$ cat src/rtl/pwr_seq_ctrl_if.sv
// Request and rail-control signals between the platform power logic and the sequencer.
interface pwr_seq_ctrl_if #(
  parameter int unsigned NUM_RAILS = 4,
  parameter int unsigned DLY_W     = 8
);
  logic                       iStart;
  logic                       iShutdown;
  logic [NUM_RAILS-1:0]       iPwrGood;
  logic [NUM_RAILS*DLY_W-1:0] iDelayMs;
  logic [NUM_RAILS-1:0]       oRailEn;
  logic                       oSysPwrOk;
  logic                       oFault;
  logic [2:0]                 oFaultRail;
  logic [2:0]                 oState;

  // Platform side: issues requests and reports rail status.
  modport master (
    output iStart, iShutdown, iPwrGood, iDelayMs,
    input  oRailEn, oSysPwrOk, oFault, oFaultRail, oState
  );

  // Sequencer side.
  modport slave (
    input  iStart, iShutdown, iPwrGood, iDelayMs,
    output oRailEn, oSysPwrOk, oFault, oFaultRail, oState
  );
endinterface

$ cat src/rtl/pwr_seq_ctrl.sv
// Power-rail sequencer: enables rails in index order, waits for power-good plus a
// per-rail delay, drops them in reverse order on shutdown, latches the failing rail.
module pwr_seq_ctrl #(
  parameter int unsigned multiplier = 2,
  parameter int unsigned UnitTime   = 1000,
  parameter int unsigned NUM_RAILS  = 4,
  parameter int unsigned DLY_W      = 8,
  parameter int unsigned TIMEOUT_MS = 10
) (
  input logic           iClk,
  input logic           iRst_n,
  pwr_seq_ctrl_if.slave bus
);

  localparam int unsigned TARGET = multiplier * UnitTime;
  localparam int unsigned TickW  = (TARGET > 1) ? $clog2(TARGET) : 1;
  localparam int unsigned ToW    = $clog2(TIMEOUT_MS + 1);
  localparam int unsigned MsW    = (DLY_W > ToW) ? DLY_W : ToW;
  localparam int unsigned IdxW   = $clog2(NUM_RAILS);

  typedef enum logic [2:0] {
    StIdle  = 3'd0,
    StRamp  = 3'd1,
    StDelay = 3'd2,
    StOn    = 3'd3,
    StShdn  = 3'd4,
    StFault = 3'd5
  } state_e;

  state_e               state_q, state_d;
  logic [IdxW-1:0]      idx_q, idx_d;
  logic [NUM_RAILS-1:0] rail_en_q, rail_en_d;
  logic [2:0]           fault_rail_q, fault_rail_d;
  logic [TickW-1:0]     tick_q;
  logic [MsW-1:0]       ms_q;

  logic                 tick, timeout, restart, pg_cur, ms_hit, last;
  logic [DLY_W-1:0]     dly_cur;
  logic [NUM_RAILS-1:0] accepted;
  logic                 loss;
  logic [IdxW-1:0]      loss_idx;

  assign tick    = (tick_q == TickW'(TARGET - 1));
  assign timeout = tick && (ms_q == MsW'(TIMEOUT_MS - 1));
  assign pg_cur  = bus.iPwrGood[idx_q];
  assign dly_cur = bus.iDelayMs[int'(idx_q) * DLY_W +: DLY_W];
  assign ms_hit  = (ms_q == MsW'(dly_cur));
  assign last    = (idx_q == IdxW'(NUM_RAILS - 1));
  // Any change of phase or rail starts a fresh interval with a full first ms.
  assign restart = (state_d != state_q) || (idx_d != idx_q);

  // Rail-loss monitor: lowest already-accepted rail whose power-good dropped.
  always_comb begin
    accepted = '0;
    loss     = 1'b0;
    loss_idx = '0;
    for (int j = 0; j < NUM_RAILS; j++) begin
      if (state_q == StRamp) begin
        accepted[j] = (j < int'(idx_q));
      end else if (state_q == StDelay || state_q == StOn) begin
        accepted[j] = (j <= int'(idx_q));
      end
    end
    for (int j = NUM_RAILS - 1; j >= 0; j--) begin
      if (accepted[j] && !bus.iPwrGood[j]) begin
        loss     = 1'b1;
        loss_idx = IdxW'(j);
      end
    end
  end

  // Sequencer next-state, rail index, enables and fault capture.
  always_comb begin
    state_d      = state_q;
    idx_d        = idx_q;
    rail_en_d    = rail_en_q;
    fault_rail_d = fault_rail_q;
    unique case (state_q)
      StIdle: begin
        if (bus.iStart && !bus.iShutdown) begin
          state_d      = StRamp;
          idx_d        = '0;
          fault_rail_d = '0;
        end
      end
      StRamp: begin
        if (loss) begin
          state_d      = StFault;
          fault_rail_d = 3'(loss_idx);
        end else if (timeout && !pg_cur) begin
          state_d      = StFault;
          fault_rail_d = 3'(idx_q);
        end else if (bus.iShutdown) begin
          state_d = StShdn;
        end else if (pg_cur) begin
          state_d = StDelay;
        end
      end
      StDelay: begin
        if (loss) begin
          state_d      = StFault;
          fault_rail_d = 3'(loss_idx);
        end else if (bus.iShutdown) begin
          state_d = StShdn;
        end else if (ms_hit) begin
          if (last) begin
            state_d = StOn;
          end else begin
            state_d = StRamp;
            idx_d   = idx_q + 1'b1;
          end
        end
      end
      StOn: begin
        if (loss) begin
          state_d      = StFault;
          fault_rail_d = 3'(loss_idx);
        end else if (bus.iShutdown) begin
          state_d = StShdn;
        end
      end
      StShdn: begin
        if (rail_en_q == '0) begin
          state_d = StIdle;
          idx_d   = '0;
        end else if (tick) begin
          // Enables are always a contiguous run from rail 0, so a shift drops the top one.
          rail_en_d = rail_en_q >> 1;
        end
      end
      StFault: begin
        if (bus.iShutdown && !bus.iStart) begin
          state_d = StIdle;
          idx_d   = '0;
        end
      end
      default: begin
        state_d = StIdle;
        idx_d   = '0;
      end
    endcase
    if (state_d == StFault) rail_en_d = '0;
    if (state_d == StRamp) rail_en_d[idx_d] = 1'b1;
  end

  // State, index, enable and fault-rail registers.
  always_ff @(posedge iClk or negedge iRst_n) begin
    if (!iRst_n) begin
      state_q      <= StIdle;
      idx_q        <= '0;
      rail_en_q    <= '0;
      fault_rail_q <= '0;
    end else begin
      state_q      <= state_d;
      idx_q        <= idx_d;
      rail_en_q    <= rail_en_d;
      fault_rail_q <= fault_rail_d;
    end
  end

  // 1 ms tick generator and saturating ms counter, restarted on every phase change.
  always_ff @(posedge iClk or negedge iRst_n) begin
    if (!iRst_n) begin
      tick_q <= '0;
      ms_q   <= '0;
    end else if (restart) begin
      tick_q <= '0;
      ms_q   <= '0;
    end else begin
      tick_q <= tick ? '0 : tick_q + 1'b1;
      if (tick && (ms_q != '1)) ms_q <= ms_q + 1'b1;
    end
  end

  assign bus.oRailEn    = rail_en_q;
  assign bus.oSysPwrOk  = (state_q == StOn);
  assign bus.oFault     = (state_q == StFault);
  assign bus.oFaultRail = fault_rail_q;
  assign bus.oState     = state_q;

endmodule

$ cat src/flat_wrapper.sv
// flat-port wrapper written by rule: the top's interface ports become plain ports
module pwr_seq_ctrl_flat 
#(
  parameter int unsigned multiplier = 2,
  parameter int unsigned UnitTime   = 1000,
  parameter int unsigned NUM_RAILS  = 4,
  parameter int unsigned DLY_W      = 8,
  parameter int unsigned TIMEOUT_MS = 10
)
  (iClk, iRst_n, bus_iStart, bus_iShutdown, bus_iPwrGood, bus_iDelayMs, bus_oRailEn, bus_oSysPwrOk, bus_oFault, bus_oFaultRail, bus_oState);
  pwr_seq_ctrl_if #(.NUM_RAILS(NUM_RAILS), .DLY_W(DLY_W)) bus_i ();
  input logic iClk;
  input logic iRst_n;
  input wire logic [$bits(bus_i.iStart)-1:0] bus_iStart;
  input wire logic [$bits(bus_i.iShutdown)-1:0] bus_iShutdown;
  input wire logic [$bits(bus_i.iPwrGood)-1:0] bus_iPwrGood;
  input wire logic [$bits(bus_i.iDelayMs)-1:0] bus_iDelayMs;
  output wire logic [$bits(bus_i.oRailEn)-1:0] bus_oRailEn;
  output wire logic [$bits(bus_i.oSysPwrOk)-1:0] bus_oSysPwrOk;
  output wire logic [$bits(bus_i.oFault)-1:0] bus_oFault;
  output wire logic [$bits(bus_i.oFaultRail)-1:0] bus_oFaultRail;
  output wire logic [$bits(bus_i.oState)-1:0] bus_oState;
  assign bus_i.iStart = bus_iStart;
  assign bus_i.iShutdown = bus_iShutdown;
  assign bus_i.iPwrGood = bus_iPwrGood;
  assign bus_i.iDelayMs = bus_iDelayMs;
  assign bus_oRailEn = bus_i.oRailEn;
  assign bus_oSysPwrOk = bus_i.oSysPwrOk;
  assign bus_oFault = bus_i.oFault;
  assign bus_oFaultRail = bus_i.oFaultRail;
  assign bus_oState = bus_i.oState;
  pwr_seq_ctrl #(.multiplier(multiplier), .UnitTime(UnitTime), .NUM_RAILS(NUM_RAILS), .DLY_W(DLY_W), .TIMEOUT_MS(TIMEOUT_MS)) u_core (.iClk(iClk), .iRst_n(iRst_n), .bus(bus_i));
endmodule
$ cat config.mk
export PLATFORM = sky130hd
export DESIGN_NAME = pwr_seq_ctrl_flat
export DESIGN_NICKNAME = d
export VERILOG_FILES = /design/src/rtl/pwr_seq_ctrl_if.sv /design/src/rtl/pwr_seq_ctrl.sv /design/src/flat_wrapper.sv
export SDC_FILE = /design/constraint.sdc
export NUM_CORES = 1
export LEC_CHECK = 0
export ABC_AREA = 1
export ABC_CLOCK_PERIOD_IN_PS = 1950
export BUFFER_PORTS_ARGS = -buffer_cell sky130_fd_sc_hd__buf_2
export CAP_MARGIN = 0
export CORE_ASPECT_RATIO = 0.8
export CORE_MARGIN = 3
export CORE_UTILIZATION = 50
export DETAILED_ROUTE_END_ITERATION = 8
export PLACE_DENSITY = 0.87
export SYNTH_ARGS = -nofsm -noshare
export SYNTH_HDL_FRONTEND = slang
export SYNTH_SLANG_ARGS = --single-unit
$ cat constraint.sdc
create_clock -name iClk -period 1.95 [get_ports iClk]
set_input_delay 0.195 -clock iClk [delete_from_list [all_inputs] [get_ports iClk]]
set_output_delay 0.195 -clock iClk [all_outputs]
set_load 0.01 [all_outputs]
==> impl_metrics.toml <==
[outcome]
status = "finished with violations"
violations = "negative setup slack"

[timing]
hold_viol_final = 0
timing.final.crit_share = 1.22
setup_viol = 28
fin_ws_ns = -0.437
maxSlewHeadroom = 0.540
rsz0062_at_grt = "true"
final.setup_skew_ns = 0.00794
fmax_mhz = 419
worst_pin_slew_ns = 0.690
slew_violations = 0
setup_tns_ns = -9.73
layout_min_cycle_time_ns = 2.39

[synthesis]
post-synth-top-area-fraction = 0.295
syn_inst = 398
synth_edf_count = 0
synth_top_area_cell = "dfrtp_1"
yosys_warnings = 0
async_flop_share = 1.00
synth_top_flop_cell = "dfrtp_1"
yosysMostFrequentCell = "nand2_1"
netlist_top_cells_count = "nand2_1 (154), nor2_1 (41), inv_1 (37)"
synth.area.top_cells = "dfrtp_1 (29%), nand2_1 (23%), nand3_1 (6.3%), nor2_1 (6.0%), inv_1 (5.4%)"
syn_area_sq_um = 2550
syn_nets = 441
ys_seq_area_frac = 0.295
synth.distinct_cells = 38
ys_ff_latch = 30
postSynthAreaPerCell_sq_um = 6.40

[detailed_routing]
drt_pass1_iterations = 6
wirelength_mm = 9.27
vias = 3324
wl_per_cell_um = 16.0
drt_iter0_drc = 306
ant_nets = 0
routed_via_density = 5.74
post-route-drc-count = 0

[setup_path]
path_cells = "buf_8 -> buf_16 -> nand2_2 -> nand2_1 -> nand2_2 -> nand3b_1 -> nand2_1 -> nand2_2 -> nor2_4 -> nand3_2 -> nand2_2 -> nand2_2 -> nand2_2 -> nand2_2 -> nand3_4 -> clkbuf_16 -> nor2_1"
reg2reg_slack_ns = -0.44
cpPeakStageDelay_ns = 0.42
cp-start-kind = "register"
r2r_end = "u_core.ms_q[6]"
crit_required_ns = 2.13
path_class = "register to register"
cp_slowest_cell = "dfrtp_1"
worst-r2r-cell-count = 17
path_common_cell = "nand2_2"
crit_arrival_ns = 2.57
critPathMaxFanout = 7
cp-end-kind = "register"
r2r-start = "u_core.idx_q[0]"

[floorplanning]
die_area_sq_um = 6000
coreArea_sq_um = 4760
die_w_um = 85.8
num_rows = 22
die_y_um = 69.9
top_level_ports = 52
initial_core_util = 0.535

[cells_and_area]
drive_gt1_frac = 0.439
postLayoutCellArea_sq_um = 3810
syn_to_final_growth_pct = 49.4
final_cells = 579
nets = 561
n_antenna_cell = 0

[power_and_ir_drop]
ir_drop_uv = 765
leakage_nw = 2.00
power_density_nw_per_um2 = 956

[min_path]
worstHoldPathType = "input port to register"
worstHoldStart = "bus_iPwrGood[0]"
hold_depth = 5
whs_endpoint = "u_core.bus.oFaultRail[0]"

[clocking]
htreeDepth = 2
clkTransAtPathRegs_ns = 0.07
clk_latency_ns = 0.30
cts.sinks = 30
ctsRootBufferMaster = "clkbuf_8"
cts_tree = "done"
clockBufferDepth = 2
numCtsBuffers = 5

[placement]
dpl-instance-area_sq_um = 3230
dp_hpwl_mm = 5.44
placed_cells = 554
dp_slack_ns = -0.280
gp_congestion = 0.970
io_buffers = 50

[job]
maxCapViolCount = 0

[global_routing]
grt_overflow = 0
grt_pass1_wl_mm = 13.3
grtUsageTotal = 0.279
antenna_found_initial = 0
grt_pass1_vias = 3087
grt_max_degree = 31
sequential cells by signal, indices dropped and copies added, names as in the netlist:
name,cells
u_core.bus.oFaultRail,2
u_core.bus.oRailEn,4
u_core.bus.oState,3
u_core.idx_q,2
u_core.ms_q,8
u_core.tick_q,11
cells in the final DEF (no fill, tap or decap), types with 3 or more instances in the layout:
cell and count:
buf_4 57, nand3b_1 6, buf_16 3, xor2_1 10, o21ai_1 6, dfrtp_1 27, dfrtp_2 3, clkbuf_8 6
nor2_1 34, nor2_2 14, nand3_2 5, nor2_4 9, nand3_1 25, nand2_4 4, buf_6 7, ha_1 3
inv_2 7, a21oi_1 3, nor4_1 4, mux2_2 3, nand2_1 117, inv_1 34, o21ai_0 3, nand4_1 5
nand3_4 3, buf_2 50, nand2_2 41
layout make-up:
| cell class | count | area, sq um |
|---|---|---|
| well taps | 60 | 75.1 |
| multi-input cells | 316 | 1780 |
| repair buffers | 122 | 930 |
| clock buffers | 7 | 86.3 |
| clock inverters | 1 | 5.00 |
| flip-flops and latches | 30 | 754 |
| fillers | 301 | 953 |
| inverters | 43 | 179 |
power by group:
part / internal, mW / leakage, nW / switching, mW / total [mW]
Combinational: 1.17 / 1.55 / 1.15 / 2.32
Sequential: 0.689 / 0.407 / 0.0747 / 0.764
Clock: 0.285 / 0.0482 / 0.270 / 0.555
Total: 2.15 / 2.00 / 1.49 / 3.64
how the worst max path moves through the flow:
stage                            endpoint  cells after the start                  from
floorplan                u_core.tick_q[4]                     19  u_core.bus.oState[2]
global placement    u_core.bus.oRailEn[1]                     15       u_core.idx_q[0]
detailed placement      u_core.tick_q[10]                     16       u_core.idx_q[0]
CTS                     u_core.tick_q[10]                     19       u_core.idx_q[0]
global route               u_core.ms_q[3]                     18       u_core.idx_q[0]
finish                     u_core.ms_q[6]                     17       u_core.idx_q[0]
cells by family after synthesis:
family,Yosys count,share of synthesized area
buffers and inverters,52,0.0977
multiplexers,3,0.0133
adder cells (fa/ha/maj),3,0.0147
other,1,0.00147
AO/OA/AOI/OAI,25,0.0619
XOR/XNOR,11,0.0378
flip-flops,30,0.295
AND/OR/NAND/NOR,273,0.479
through the flow:
step                       util  hold WS (ns)  total power, mW
final                     0.800         0.439             3.64
after detailed placement  0.678         0.274             2.14
after global placement    0.678         0.261             2.10
after global routing      0.800         0.464             3.82
after floorplan               -        -0.101             1.65
after CTS                 0.746         0.436             3.20
critical path, delay by kind of cell (launching register included):
kind	cells	cell delay (ns)
flops	1	0.42
buf+inv	3	0.49
simple gates	14	1.35
per-layer routing:
layer,share of wire,up-vias,track usage
met5,0,-,0
met4,0.056,0,0.148
met3,0.087,76,0.0578
met2,0.49,232,0.472
met1,0.37,1518,0.328
li1,-,1498,-
what timing repair did:
item | 4_1_cts | 5_1_grt
endpoints found under the hold margin | 30 | 0
gates cloned | 3 | 1
resized for setup | 31 | 65
setup buffers | 6 | 7
pin swaps | 5 | 24
setup endpoints to repair | 28 | 28
hold buffers | 1 | 0
Note: power is estimated with default switching activity, not from simulation.
